### src/rtl/bch_dec_err_loc_seq_pkg.sv
// Field helpers, state and status encodings for the DEC BCH error locator.
// Primitive polynomials match the syndrome generator for m = 5..8.
package bch_dec_err_loc_seq_pkg;

   typedef enum logic [2:0] {
      ST_IDLE,
      ST_SQ,
      ST_CU,
      ST_INIT,
      ST_SRCH,
      ST_DONE
   } state_t;

   localparam logic [1:0] STAT_NONE = 2'b00;
   localparam logic [1:0] STAT_ONE  = 2'b01;
   localparam logic [1:0] STAT_TWO  = 2'b10;
   localparam logic [1:0] STAT_UNC  = 2'b11;

   // Low m bits of the primitive polynomial (x^m term implied).
   function automatic logic [7:0] fn_prim(input int m);
      logic [7:0] p;
      case (m)
         5:       p = 8'h05;
         6:       p = 8'h03;
         7:       p = 8'h09;
         default: p = 8'h1D;
      endcase
      return p;
   endfunction

   function automatic logic [7:0] fn_mul_a(input logic [7:0] a,
                                           input int m);
      logic [7:0] mask;
      logic [7:0] r;
      logic [2:0] top;
      mask = 8'hFF >> (8 - m);
      top  = 3'(m - 1);
      r    = (a << 1) & mask;
      if (a[top]) r = r ^ fn_prim(m);
      return r;
   endfunction

   function automatic logic [7:0] fn_mul_a2(input logic [7:0] a,
                                            input int m);
      return fn_mul_a(fn_mul_a(a, m), m);
   endfunction

   function automatic int fn_int_width(input int m);
      return (1 << m) - 1;
   endfunction

   function automatic int fn_clog2(input int v);
      int r;
      r = 0;
      while ((1 << r) < v) r++;
      return r;
   endfunction

endpackage

### src/rtl/bch_dec_err_loc_seq_gf_mult_univ.sv
// Combinational general GF(2^m) multiplier, MSB-first shift-and-add.
// Shared by the square and cube steps of the error locator.
module gf_mult_univ
   import bch_dec_err_loc_seq_pkg::*;
#(
   parameter int P_GF_M = 5
) (
   input  logic [P_GF_M-1:0] a_i,
   input  logic [P_GF_M-1:0] b_i,
   output logic [P_GF_M-1:0] p_o
);

   logic [7:0] a8;
   logic [7:0] acc;

   always_comb begin
      a8 = '0;
      a8[P_GF_M-1:0] = a_i;
      acc = '0;
      for (int i = P_GF_M - 1; i >= 0; i--) begin
         acc = fn_mul_a(acc, P_GF_M);
         if (b_i[i]) acc = acc ^ a8;
      end
      p_o = acc[P_GF_M-1:0];
   end

endmodule

### src/rtl/bch_dec_err_loc_seq.sv
// Sequential DEC BCH error locator: division-free degree-2 locator
// followed by a one-position-per-cycle Chien search.
module bch_dec_err_loc_seq
   import bch_dec_err_loc_seq_pkg::*;
#(
   parameter int P_D_WIDTH = 16,
   parameter int P_GF_M    = 5,
   localparam int LP_CW_WIDTH = P_D_WIDTH + 2 * P_GF_M,
   localparam int LP_POS_W    = fn_clog2(LP_CW_WIDTH)
) (
   input  logic                  clk_i,
   input  logic                  rst_i,
   input  logic                  synd_vld_i,
   input  logic [2*P_GF_M-1:0]   synd_i,
   output logic                  synd_rdy_o,
   output logic                  err_vld_o,
   output logic [LP_POS_W-1:0]   err_pos_o,
   output logic                  done_o,
   output logic [1:0]            status_o
);

   localparam int LP_N   = fn_int_width(P_GF_M);
   localparam int LP_OFF = LP_N - LP_CW_WIDTH;
   localparam logic [P_GF_M-1:0] LP_J_TOP = P_GF_M'(LP_N - 1);
   localparam logic [P_GF_M-1:0] LP_J_END = P_GF_M'(LP_OFF);

   function automatic logic [P_GF_M-1:0] mul_a1(
      input logic [P_GF_M-1:0] v);
      logic [7:0] t;
      t = '0;
      t[P_GF_M-1:0] = v;
      t = fn_mul_a(t, P_GF_M);
      return t[P_GF_M-1:0];
   endfunction

   function automatic logic [P_GF_M-1:0] mul_a2(
      input logic [P_GF_M-1:0] v);
      logic [7:0] t;
      t = '0;
      t[P_GF_M-1:0] = v;
      t = fn_mul_a2(t, P_GF_M);
      return t[P_GF_M-1:0];
   endfunction

   state_t state_q, state_d;

   logic [P_GF_M-1:0]   s1_q, s1_d;
   logic [P_GF_M-1:0]   s3_q, s3_d;
   logic [P_GF_M-1:0]   sq_q, sq_d;
   logic [P_GF_M-1:0]   cu_q, cu_d;
   logic [P_GF_M-1:0]   sig0_q, sig0_d;
   logic [P_GF_M-1:0]   r1_q, r1_d;
   logic [P_GF_M-1:0]   r2_q, r2_d;
   logic [P_GF_M-1:0]   j_q, j_d;
   logic [1:0]          found_q, found_d;
   logic [1:0]          exp_q, exp_d;
   logic [1:0]          status_q, status_d;
   logic [LP_POS_W-1:0] pos_q, pos_d;

   logic [P_GF_M-1:0]   mul_a;
   logic [P_GF_M-1:0]   mul_p;
   logic [P_GF_M-1:0]   j_rel;
   logic [LP_POS_W-1:0] cur_pos;
   logic                hit;

   // One multiplier serves both S1*S1 and sq*S1.
   assign mul_a = (state_q == ST_CU) ? sq_q : s1_q;

   gf_mult_univ #(
      .P_GF_M (P_GF_M)
   ) u_mult (
      .a_i (mul_a),
      .b_i (s1_q),
      .p_o (mul_p)
   );

   assign j_rel   = j_q - LP_J_END;
   assign cur_pos = j_rel[LP_POS_W-1:0];
   assign hit     = (state_q == ST_SRCH) &&
                    ((sig0_q ^ r1_q ^ r2_q) == '0);

   assign synd_rdy_o = (state_q == ST_IDLE);
   assign err_vld_o  = hit;
   assign err_pos_o  = hit ? cur_pos : pos_q;
   assign done_o     = (state_q == ST_DONE);
   assign status_o   = status_q;

   always_ff @(posedge clk_i) begin
      if (rst_i) begin
         state_q  <= ST_IDLE;
         s1_q     <= '0;
         s3_q     <= '0;
         sq_q     <= '0;
         cu_q     <= '0;
         sig0_q   <= '0;
         r1_q     <= '0;
         r2_q     <= '0;
         j_q      <= '0;
         found_q  <= '0;
         exp_q    <= '0;
         status_q <= STAT_NONE;
         pos_q    <= '0;
      end else begin
         state_q  <= state_d;
         s1_q     <= s1_d;
         s3_q     <= s3_d;
         sq_q     <= sq_d;
         cu_q     <= cu_d;
         sig0_q   <= sig0_d;
         r1_q     <= r1_d;
         r2_q     <= r2_d;
         j_q      <= j_d;
         found_q  <= found_d;
         exp_q    <= exp_d;
         status_q <= status_d;
         pos_q    <= pos_d;
      end
   end

   always_comb begin
      state_d  = state_q;
      s1_d     = s1_q;
      s3_d     = s3_q;
      sq_d     = sq_q;
      cu_d     = cu_q;
      sig0_d   = sig0_q;
      r1_d     = r1_q;
      r2_d     = r2_q;
      j_d      = j_q;
      found_d  = found_q;
      exp_d    = exp_q;
      status_d = status_q;
      pos_d    = pos_q;
      unique case (state_q)
         ST_IDLE: begin
            if (synd_vld_i) begin
               s1_d    = synd_i[P_GF_M-1:0];
               s3_d    = synd_i[2*P_GF_M-1:P_GF_M];
               state_d = ST_SQ;
            end
         end
         ST_SQ: begin
            sq_d    = mul_p;
            state_d = ST_CU;
         end
         ST_CU: begin
            cu_d    = mul_p;
            state_d = ST_INIT;
         end
         ST_INIT: begin
            found_d = '0;
            if (s1_q == '0) begin
               exp_d    = '0;
               status_d = (s3_q == '0) ? STAT_NONE : STAT_UNC;
               state_d  = ST_DONE;
            end else begin
               // Locator scaled by S1: S1 + S1^2 x + (S3+S1^3) x^2.
               sig0_d  = s1_q;
               r1_d    = mul_a1(sq_q);
               r2_d    = mul_a2(s3_q ^ cu_q);
               exp_d   = (s3_q == cu_q) ? 2'd1 : 2'd2;
               j_d     = LP_J_TOP;
               state_d = ST_SRCH;
            end
         end
         ST_SRCH: begin
            found_d = found_q + {1'b0, hit};
            r1_d    = mul_a1(r1_q);
            r2_d    = mul_a2(r2_q);
            j_d     = j_q - P_GF_M'(1);
            if (hit) pos_d = cur_pos;
            if ((hit && found_d == exp_q) || j_q == LP_J_END) begin
               status_d = (found_d == exp_q) ? exp_q : STAT_UNC;
               state_d  = ST_DONE;
            end
         end
         ST_DONE: begin
            state_d = ST_IDLE;
         end
         default: begin
            state_d = ST_IDLE;
         end
      endcase
   end

endmodule

### config.mk
export PLATFORM = sky130hd
export DESIGN_NAME = bch_dec_err_loc_seq
export DESIGN_NICKNAME = d
export VERILOG_FILES = /design/src/rtl/bch_dec_err_loc_seq_pkg.sv /design/src/rtl/bch_dec_err_loc_seq_gf_mult_univ.sv /design/src/rtl/bch_dec_err_loc_seq.sv
export SDC_FILE = /design/constraint.sdc
export NUM_CORES = 1
export LEC_CHECK = 0
export ABC_CLOCK_PERIOD_IN_PS = 4500
export CORE_MARGIN = 2
export CORE_UTILIZATION = 32
export DETAILED_ROUTE_END_ITERATION = 10
export PLACE_DENSITY = 0.53
export SYNTH_ARGS = -nofsm -noshare
export SYNTH_HDL_FRONTEND = slang
export SYNTH_SLANG_ARGS = --single-unit
### constraint.sdc
create_clock -name clk_i -period 4.5 [get_ports clk_i]
set_input_delay 0.45 -clock clk_i [delete_from_list [all_inputs] [get_ports clk_i]]
set_output_delay 0.45 -clock clk_i [all_outputs]
set_load 0.01 [all_outputs]
==> metrics.yaml, run 1 <==
power_density_mw_per_mm2: 292
synthMostInstantiatedCell: "nand2_1"
rrSetupSlack_ps: 1960
htree_levels: 2
cp_cell_sequence: "nor3b_2 -> buf_4 -> nand2_1 -> nor4_4 -> mux2_2 -> clkdlybuf4s50_1"
yosysSeqAreaShare_pct: 35.1
place_hpwl_um: 5030
p_total_mw: 0.999
io_pins: 23
setup-violations-final: 0
port_buffers: 22
p_leak_nw: 1.16
power.clock.fraction_pct: 27.8
clkTransAtPathRegs_ps: 100
combPwrFrac_pct: 18.0
syn2layout_area_growth_pct: 11.0
worstPathArrival_ps: 3000
async_reset_ff_share_pct: 0
ys_seq_elements: 54
ys_types: 53
core_area_mm2: 0.00928
syn_nets: 408
grt_pass1_wl_um: 12200
synth_top_area_share_pct: 35.1
hold_buffers: 0
globalRoute.totalOverflow: 0
gp_congestion: 0.791
final.setup_skew_ps: 9.12
p_sw_share_pct: 31.0
cp-end-kind: "output pin"
post-cts-setup-buffers: 0
crit_buf_inv: 2
synth_edf_count: 0
drt_iter0_markers: 89
switching_power_mw: 0.309
crit_start: "state_q[2]"
antenna_found_initial: 0
cp-start-kind: "flip-flop"
final_util_pct: 36.9
required_ps: 4050
crit_path_end: "err_pos_o[2]"
maxSlewHeadroom_pct: 24.5
grt_pass1_vias: 2468
wl_per_cell_um: 13.6
finalHoldViolCount: 0
hp-class: "reg2reg"
initial_core_util_pct: 33.2
setup_slack_ps: 1050
cp_slowest_cell: "nor4_4"
critPathMaxFanout: 19
drc: 0
worst-setup-path-type: "reg2out"
drive_above_1_share_pct: 4.82
netlist_top_cells_area: "dfxtp_1 (35%), nand2_1 (11%), xnor2_1 (6.5%)"
place_ws_ps: 1370
tightest_slew_ps: 1130
dieArea_mm2: 0.0104
r2r-end: "sq_q[2]"
vias: 2611
cp_top_family: "simple AND/OR/NAND/NOR gates"
clock-sinks: 54
timing.hold.ws_ps: 476
slowest_delay_ps: 700
drtAntennaViolNets: 0
finalCritPeriodShare_pct: 76.7
die_w_um: 102
fmax_mhz: 290
grt_max_degree: 45
period_needed_ps: 3450
finalWirelength_um: 7140
setup_tns_ps: 0
synth_common_cells: "nand2_1 (88), dfxtp_1 (54), a21oi_1 (40)"
intPower_mw: 0.690
antennaDiodeCount: 0
cts_resized: 0
outcome: "completed"
fillers: 1025
crit_cells: 6
cts_inserted_buffers: 5
via_per_inst: 4.99
syn_inst: 393
p_seq_share_pct: 54.2
syn-cell-area_mm2: 0.00308
cts.path.max_buffers: 2
synthFlopType: "dfxtp_1"
clkLatencyLatePin_ps: 320
r2r-start: "state_q[1]"
rsz0062_at_grt: "false"
cts-root-buf: "clkbuf_8"
syn_avg_cell_area_um2: 7.84
rows: 35
yosys.area.top_type: "dfxtp_1"
cts_tree: "built"
ir_worst_vdd_mv: 0.120
finalNetCount: 408
r2r_cells: 7
ys.warnings.count: 0
first_pass_iters: 5
track_usage_pct: 15.0
fp.dieH_um: 102
drv_slew: 0
max-cap-violations: 0
[stage by stage]
| stage | area, um2 | cells |
|---|---|---|
| after floorplan | 3080 | 393 |
| after global placement | 3340 | 515 |
| after detailed placement | 3340 | 515 |
| after CTS | 3420 | 523 |
| after global routing | 3420 | 523 |
| final | 3420 | 523 |
[worst register-to-register path, delay by kind of cell, from the launching register on]
kind / cells / cell delay [ps]
flops: 1 / 540
simple gates: 4 / 1130
xor+xnor: 1 / 270
compound gates: 2 / 490
[registers in the layout, indices dropped and copies added, names as in the netlist, 5 cells and up]
name / flops
cu_q: 5
j_q: 5
pos_q: 5
r1_q: 5
r2_q: 5
s1_q: 5
s3_q: 5
sig0_q: 5
sq_q: 5
[layout by cell type, fill, tap and decap left out, types with 3 or more instances in the layout]
cell / count
nand2_1: 88
dfxtp_1: 54
a21oi_1: 40
nor2_1: 31
xnor2_1: 23
clkdlybuf4s50_1: 22
xor2_1: 15
a22oi_1: 7
o211ai_1: 7
o21ai_0: 6
and2_1: 6
nand3_1: 6
inv_1: 5
a311oi_1: 5
clkbuf_8: 5
nor3_1: 4
o21ai_1: 4
nor4_1: 4
xnor3_1: 3
mux2_2: 3
and3b_1: 3
nor3b_1: 3
mux2i_1: 3
a211oi_1: 3
or4_1: 3
a31oi_1: 3
[layer usage]
layer | up-vias | global-route usage [%] | wire, um
li1 | 1344 | - | -
met1 | 1229 | 20.1 | 3530
met2 | 34 | 24.7 | 3310
met3 | 4 | 2.39 | 245
met4 | 0 | 4.62 | 54
met5 | - | 0 | 0
[power by group through the flow]
stage / registers, mW / clock network [mW] / logic, mW
after global placement: 0.552 / 0 / 0.181
after CTS: 0.541 / 0.289 / 0.183
final: 0.541 / 0.277 / 0.180
after floorplan: 0.523 / 0 / 0.156
after detailed placement: 0.553 / 0 / 0.182
after global routing: 0.548 / 0.306 / 0.203
[how the worst min path moves through the flow]
stage | slack [ps] | endpoint | startpoint | depth (start not counted)
final | 480 | cu_q[4] | cu_q[4] | 2
after global routing | 510 | cu_q[4] | cu_q[4] | 2
after CTS | 480 | cu_q[4] | cu_q[4] | 2
after detailed placement | 460 | cu_q[4] | cu_q[4] | 2
after global placement | 460 | cu_q[4] | cu_q[4] | 2
after floorplan | 440 | cu_q[1] | cu_q[1] | 2
[cells by family (layout without fill, tap and decap cells)]
| logic type | count (synthesis) | count (layout) | synth area share, % |
|---|---|---|---|
| AO/OA/AOI/OAI | 90 | 90 | 18.7 |
| XOR/XNOR | 41 | 41 | 13.0 |
| adder cells (fa/ha/maj) | 2 | 2 | 0.812 |
| buffers and inverters | 36 | 37 | 5.24 |
| flip-flops | 54 | 54 | 35.1 |
| multiplexers | 7 | 7 | 2.44 |
| AND/OR/NAND/NOR | 163 | 163 | 24.8 |
[cell type report]
type	count	area, um2	share of cell area, %
clock buffers	6	72.6	2.12
clock inverters	2	13.8	0.402
inverters	5	18.8	0.548
multi-input cells	303	1840	53.8
flip-flops and latches	54	1080	31.6
well taps	129	161	4.71
repair buffers	24	235	6.87
No activity file was read; power rests on OpenSTA's default activity.
==> run 2: changes to the inputs <==
--- a/config.mk
+++ b/config.mk
@@ -5,11 +5,11 @@
 export SDC_FILE = /design/constraint.sdc
 export NUM_CORES = 1
 export LEC_CHECK = 0
-export ABC_CLOCK_PERIOD_IN_PS = 4500
+export ABC_CLOCK_PERIOD_IN_PS = 3100
 export CORE_MARGIN = 2
 export CORE_UTILIZATION = 32
 export DETAILED_ROUTE_END_ITERATION = 10
-export PLACE_DENSITY = 0.53
+export PLACE_DENSITY = 0.55
 export SYNTH_ARGS = -nofsm -noshare
 export SYNTH_HDL_FRONTEND = slang
 export SYNTH_SLANG_ARGS = --single-unit
==> constraint.sdc (replaced) <==
create_clock -name clk_i -period 3.1 [get_ports clk_i]
set_input_delay 0.31 -clock clk_i [delete_from_list [all_inputs] [get_ports clk_i]]
set_output_delay 0.31 -clock clk_i [all_outputs]
set_load 0.01 [all_outputs]
==> metrics.yaml, run 2 (synthesis gave the netlist of run 1 again) <==
fp.dieH_um: 102  # unchanged
placed_cells: 520  # +0.97%
drc: 0  # unchanged
place_hpwl_um: 5270  # +4.8%
antenna_found_initial: 0  # unchanged
rsz0062_at_grt: "false"
drive_above_1_share_pct: 6.02  # +1.2 points
grt_pass1_vias: 2440  # -1.1%
cts_inserted_buffers: 5  # unchanged
track_usage_pct: 14.6  # -0.35 points
design_area_mm2: 0.00347  # +1.2%
multi_input_area_mm2: 0.00184  # unchanged
post-cts-setup-buffers: 0  # unchanged
outcome: "completed"
tightest_slew_ps: 1120  # -10.5 ps
r2r-start: "state_q[2]"
drt_iter0_markers: 125  # +40%
hold_buffers: 0  # unchanged
worstPathArrival_ps: 2570  # -430 ps
ir_worst_vdd_mv: 0.179  # +49%
setup-violations-final: 0  # unchanged
crit_start: "r2_q[3]"
grt_pass1_wl_um: 12000  # -2.0%
finalHoldViolCount: 0  # unchanged
max-cap-violations: 0  # unchanged
p_total_mw: 1.47  # +47%
grt_max_degree: 22  # -51%
cp-end-kind: "output pin"
p_leak_nw: 1.19  # +2.5%
drtAntennaViolNets: 0  # unchanged
placed_cell_area_mm2: 0.00337  # +1.1%
cts.path.max_buffers: 2  # unchanged
die_w_um: 102  # unchanged
port_buffers: 22  # unchanged
power_density_mw_per_mm2: 425  # +45%
antennaDiodeCount: 0  # unchanged
drv_slew: 0  # unchanged
finalWirelength_um: 7260  # +1.7%
critPathMaxFanout: 9  # -10
globalRoute.totalOverflow: 0  # unchanged
wl_per_cell_um: 13.8  # +0.76%
final_util_pct: 37.3  # +0.46 points
cts-root-buf: "clkbuf_8"
finalNetCount: 413  # +1.2%
period_needed_ps: 2880
layout_common_cells: "nand2_1 (88), dfxtp_1 (54), a21oi_1 (40)"
gp_congestion: 0.818  # +3.5%
instances_no_fill: 528  # +0.96%
finalCritPeriodShare_pct: 93.0
setup_tns_ps: 0  # unchanged
worst-setup-path-type: "reg2out"
hp-class: "reg2reg"
rows: 35  # unchanged
seq_area_mm2: 0.00108  # unchanged
final.setup_skew_ps: 5.54  # -3.58 ps
fillers: 1007  # -1.8%
final_common_cell: "nand2_1"
first_pass_iters: 4  # -1
core_area_mm2: 0.00928  # unchanged
required_ps: 2790  # -1260 ps
hp-start: "cu_q[0]"
cts_tree: "built"
htree_levels: 2  # unchanged
initial_core_util_pct: 33.2  # unchanged
dieArea_mm2: 0.0104  # unchanged
maxSlewHeadroom_pct: 25.2  # +0.70 points
fmax_mhz: 347
io_pins: 23  # unchanged
cp-start-kind: "flip-flop"
clkTransAtPathRegs_ps: 100  # about the same
clock-sinks: 54  # unchanged
cts_resized: 0  # unchanged
syn2layout_area_growth_pct: 12.4
vias: 2615  # +0.15%
via_per_inst: 4.95  # -0.80%
clkLatencyLatePin_ps: 310  # about the same
[run 2: final timing paths]
path,slack (ps),endpoint,cells past startpoint
setup reg to reg,640,j_q[2],6
setup / recovery,220,err_pos_o[2],5
hold reg to reg,470,cu_q[0],2
hold / removal,470,cu_q[0],2
[run 2: routing by layer]
layer / vias up / GRT usage (%) / share of wire [%]
met4: 0 / 3.28 / 0.70
met1: 1213 / 19.9 / 49
met5: - / 0 / 0
met3: 6 / 2.80 / 4.0
met2: 43 / 24.1 / 46
li1: 1353 / - / -
[run 2: worst max-delay path: stages (launching register included)]
cell and delay [ps]:
dfxtp_1 350, xnor3_1 370, nand2_1 90, nor4_4 560
mux2_2 410, clkdlybuf4s50_1 480
[run 2: final cells by class]
type,instances,area share [%]
repair buffers,29,7.87
multi-input cells,303,53.1
clock buffers,7,2.49
well taps,129,4.66
clock inverters,1,0.144
flip-flops and latches,54,31.2
inverters,5,0.542
[run 2: where the power goes]
part | internal [mW] | total, mW | switching, mW
registers | 0.726 | 0.782 | 0.0561
logic | 0.120 | 0.273 | 0.153
clock network | 0.181 | 0.416 | 0.235
total | 1.03 | 1.47 | 0.444
[run 2: stage by stage]
stage          worst slack [ps]  hold WS, ps
4_1_cts                     201          476
3_3_place_gp                595          462
6_report                    218          473
3_5_place_dp                551          461
2_1_floorplan              1160          444
5_1_grt                    51.0          499
==> run 3: changes to the inputs <==
--- a/config.mk
+++ b/config.mk
@@ -6,6 +6,8 @@
 export NUM_CORES = 1
 export LEC_CHECK = 0
 export ABC_CLOCK_PERIOD_IN_PS = 3100
+export CAP_MARGIN = 30
+export CORE_ASPECT_RATIO = 0.6
 export CORE_MARGIN = 2
 export CORE_UTILIZATION = 32
 export DETAILED_ROUTE_END_ITERATION = 10
==> metrics.yaml, run 3 (synthesis gave the netlist of run 1 again) <==
track_usage_pct: 16.3  # +1.7 points
layout_common_cells: "nand2_1 (88), dfxtp_1 (54), a21oi_1 (40)"
clock-sinks: 54  # unchanged
syn2layout_area_growth_pct: 15.4
min_to: "cu_q[4]"
antenna_found_initial: 0  # unchanged
final.setup_skew_ps: 7.09  # +1.56 ps
initial_core_util_pct: 33.3  # +0.099 points
instances_no_fill: 533  # +0.95%
first_pass_iters: 4  # unchanged
placed_cell_area_mm2: 0.00339  # +0.48%
hold_buffers: 0  # unchanged
drv_slew: 0  # unchanged
cp_cell_sequence: "nor3b_2 -> nand2_1 -> nor4_4 -> buf_4 -> mux2_2 -> clkdlybuf4s50_1"
critPathMaxFanout: 11  # +2
r2r_cells: 7  # +1
outcome: "completed"
rsz0062_at_grt: "false"
vias: 2667  # +2.0%
setup-violations-final: 0  # unchanged
worst-setup-path-type: "reg2out"
drt_iter0_markers: 237  # +90%
switching_power_mw: 0.476  # +7.3%
maxSlewHeadroom_pct: 30.8  # +5.6 points
cts_inserted_buffers: 5  # unchanged
power_density_mw_per_mm2: 462  # +8.8%
place_ws_ps: 421  # -130 ps
die_w_um: 131  # +28%
fmax_mhz: 354  # +2.0%
intPower_mw: 1.17  # +14%
max-cap-violations: 0  # unchanged
cts.path.max_buffers: 2  # unchanged
design_area_mm2: 0.00356  # +2.6%
drive_above_1_share_pct: 7.20  # +1.2 points
finalHoldViolCount: 0  # unchanged
p_seq_share_pct: 47.8  # -5.4 points
finalWirelength_um: 7770  # +7.0%
clkLatencyLatePin_ps: 300  # about the same
finalCritPeriodShare_pct: 91.1  # -1.8 points
cp-end-kind: "output pin"
clkTransAtPathRegs_ps: 70  # -30 ps
setup_slack_ps: 275  # +56.6 ps
r2r-start: "state_q[1]"
hp-class: "reg2reg"
cp_top_family: "buffers and inverters"
p_sw_share_pct: 29.0  # -1.2 points
final_util_pct: 38.4  # +1.1 points
io_pins: 23  # unchanged
cts_resized: 0  # unchanged
fp.dieH_um: 80.0  # -22%
p_total_mw: 1.64  # +12%
worstPathArrival_ps: 2520  # -50 ps
hp-start: "cu_q[4]"
drtAntennaViolNets: 0  # unchanged
wl_per_cell_um: 14.6  # +6.0%
final_common_cell: "nand2_1"
cts-root-buf: "clkbuf_16"
fillers: 963  # -4.4%
tightest_slew_ps: 1040  # -85.8 ps
dieArea_mm2: 0.0105  # +0.24%
combPwrFrac_pct: 16.7  # -1.9 points
via_per_inst: 5.00  # +1.0%
cp-start-kind: "flip-flop"
p_leak_nw: 1.23  # +3.7%
rrSetupSlack_ps: 600  # -40 ps
crit_buf_inv: 2  # +1
grt_pass1_vias: 2410  # -1.2%
cts_tree: "built"
setup_tns_ps: 0  # unchanged
holdPathStages: 2  # unchanged
ir_worst_vdd_mv: 0.236  # +31%
gp_congestion: 0.816  # -0.28%
timing.hold.ws_ps: 469  # -4.00 ps
place_hpwl_um: 5550  # +5.2%
grt_pass1_wl_um: 13100  # +9.2%
antennaDiodeCount: 0  # unchanged
port_buffers: 22  # unchanged
grt_max_degree: 45  # +100%
drc: 0  # unchanged
core_area_mm2: 0.00926  # -0.30%
slowest_delay_ps: 520  # -40 ps
finalNetCount: 417  # +0.97%
cp_slowest_cell: "dfxtp_1"
htree_levels: 2  # unchanged
r2r-end: "sq_q[2]"
period_needed_ps: 2830  # -56.6 ps
power.clock.fraction_pct: 35.5  # +7.2 points
placed_cells: 523  # +0.58%
post-cts-setup-buffers: 0  # unchanged
rows: 27  # -23%
required_ps: 2790  # about the same
globalRoute.totalOverflow: 0  # unchanged
[run 3: cell count changes in the layout (fill, tap and decap cells not counted), sizes merged]
cell,delta
clkinvlp,+1
buf,+4
clkbuf,-1
[run 3: worst max path at each step]
| stage | from | to | slack (ps) | cells past startpoint |
|---|---|---|---|---|
| 2_1_floorplan | r2_q[4] | err_pos_o[2] | 1160 | 4 |
| 6_report | state_q[2] | err_pos_o[3] | 270 | 6 |
| 3_3_place_gp | r2_q[3] | err_pos_o[0] | 470 | 7 |
| 5_1_grt | state_q[2] | err_pos_o[0] | 130 | 8 |
| 3_5_place_dp | state_q[2] | err_pos_o[0] | 420 | 7 |
| 4_1_cts | state_q[2] | err_pos_o[0] | 90 | 7 |
[run 3: worst reg2reg max path: stages (launching register included)]
cell     delay (ps)
dfxtp_1         540
or3b_1          670
a211o_1         330
o31ai_1          60
nor3_1           90
xnor2_1         290
nor3_1           90
a311o_1         310
[run 3: power groups by stage]
stage | sequential [mW] | clock, mW | combinational, mW
final | 0.786 | 0.583 | 0.275
after global routing | 0.794 | 0.631 | 0.311
after CTS | 0.786 | 0.605 | 0.276
after detailed placement | 0.802 | 0 | 0.275
after global placement | 0.800 | 0 | 0.274
after floorplan | 0.760 | 0 | 0.226
[run 3: layer usage]
metal / part of all wire, % / GRT usage [%] / wire length, um / vias up
li1: - / - / - / 1367
met1: 54 / 25.8 / 4230 / 1229
met2: 38 / 22.2 / 2990 / 63
met3: 6.2 / 3.22 / 478 / 8
met4: 0.91 / 3.51 / 71 / 0
met5: 0 / 0 / 0 / -
[run 3: cell type report]
type	count	area (um2)	area share, %
clock buffer	6	139	3.90
clock inverter	2	12.5	0.352
inverter	5	18.8	0.528
multi-input combinational	303	1840	51.7
sequential	54	1080	30.4
tap	130	163	4.57
timing repair buffer	33	303	8.51
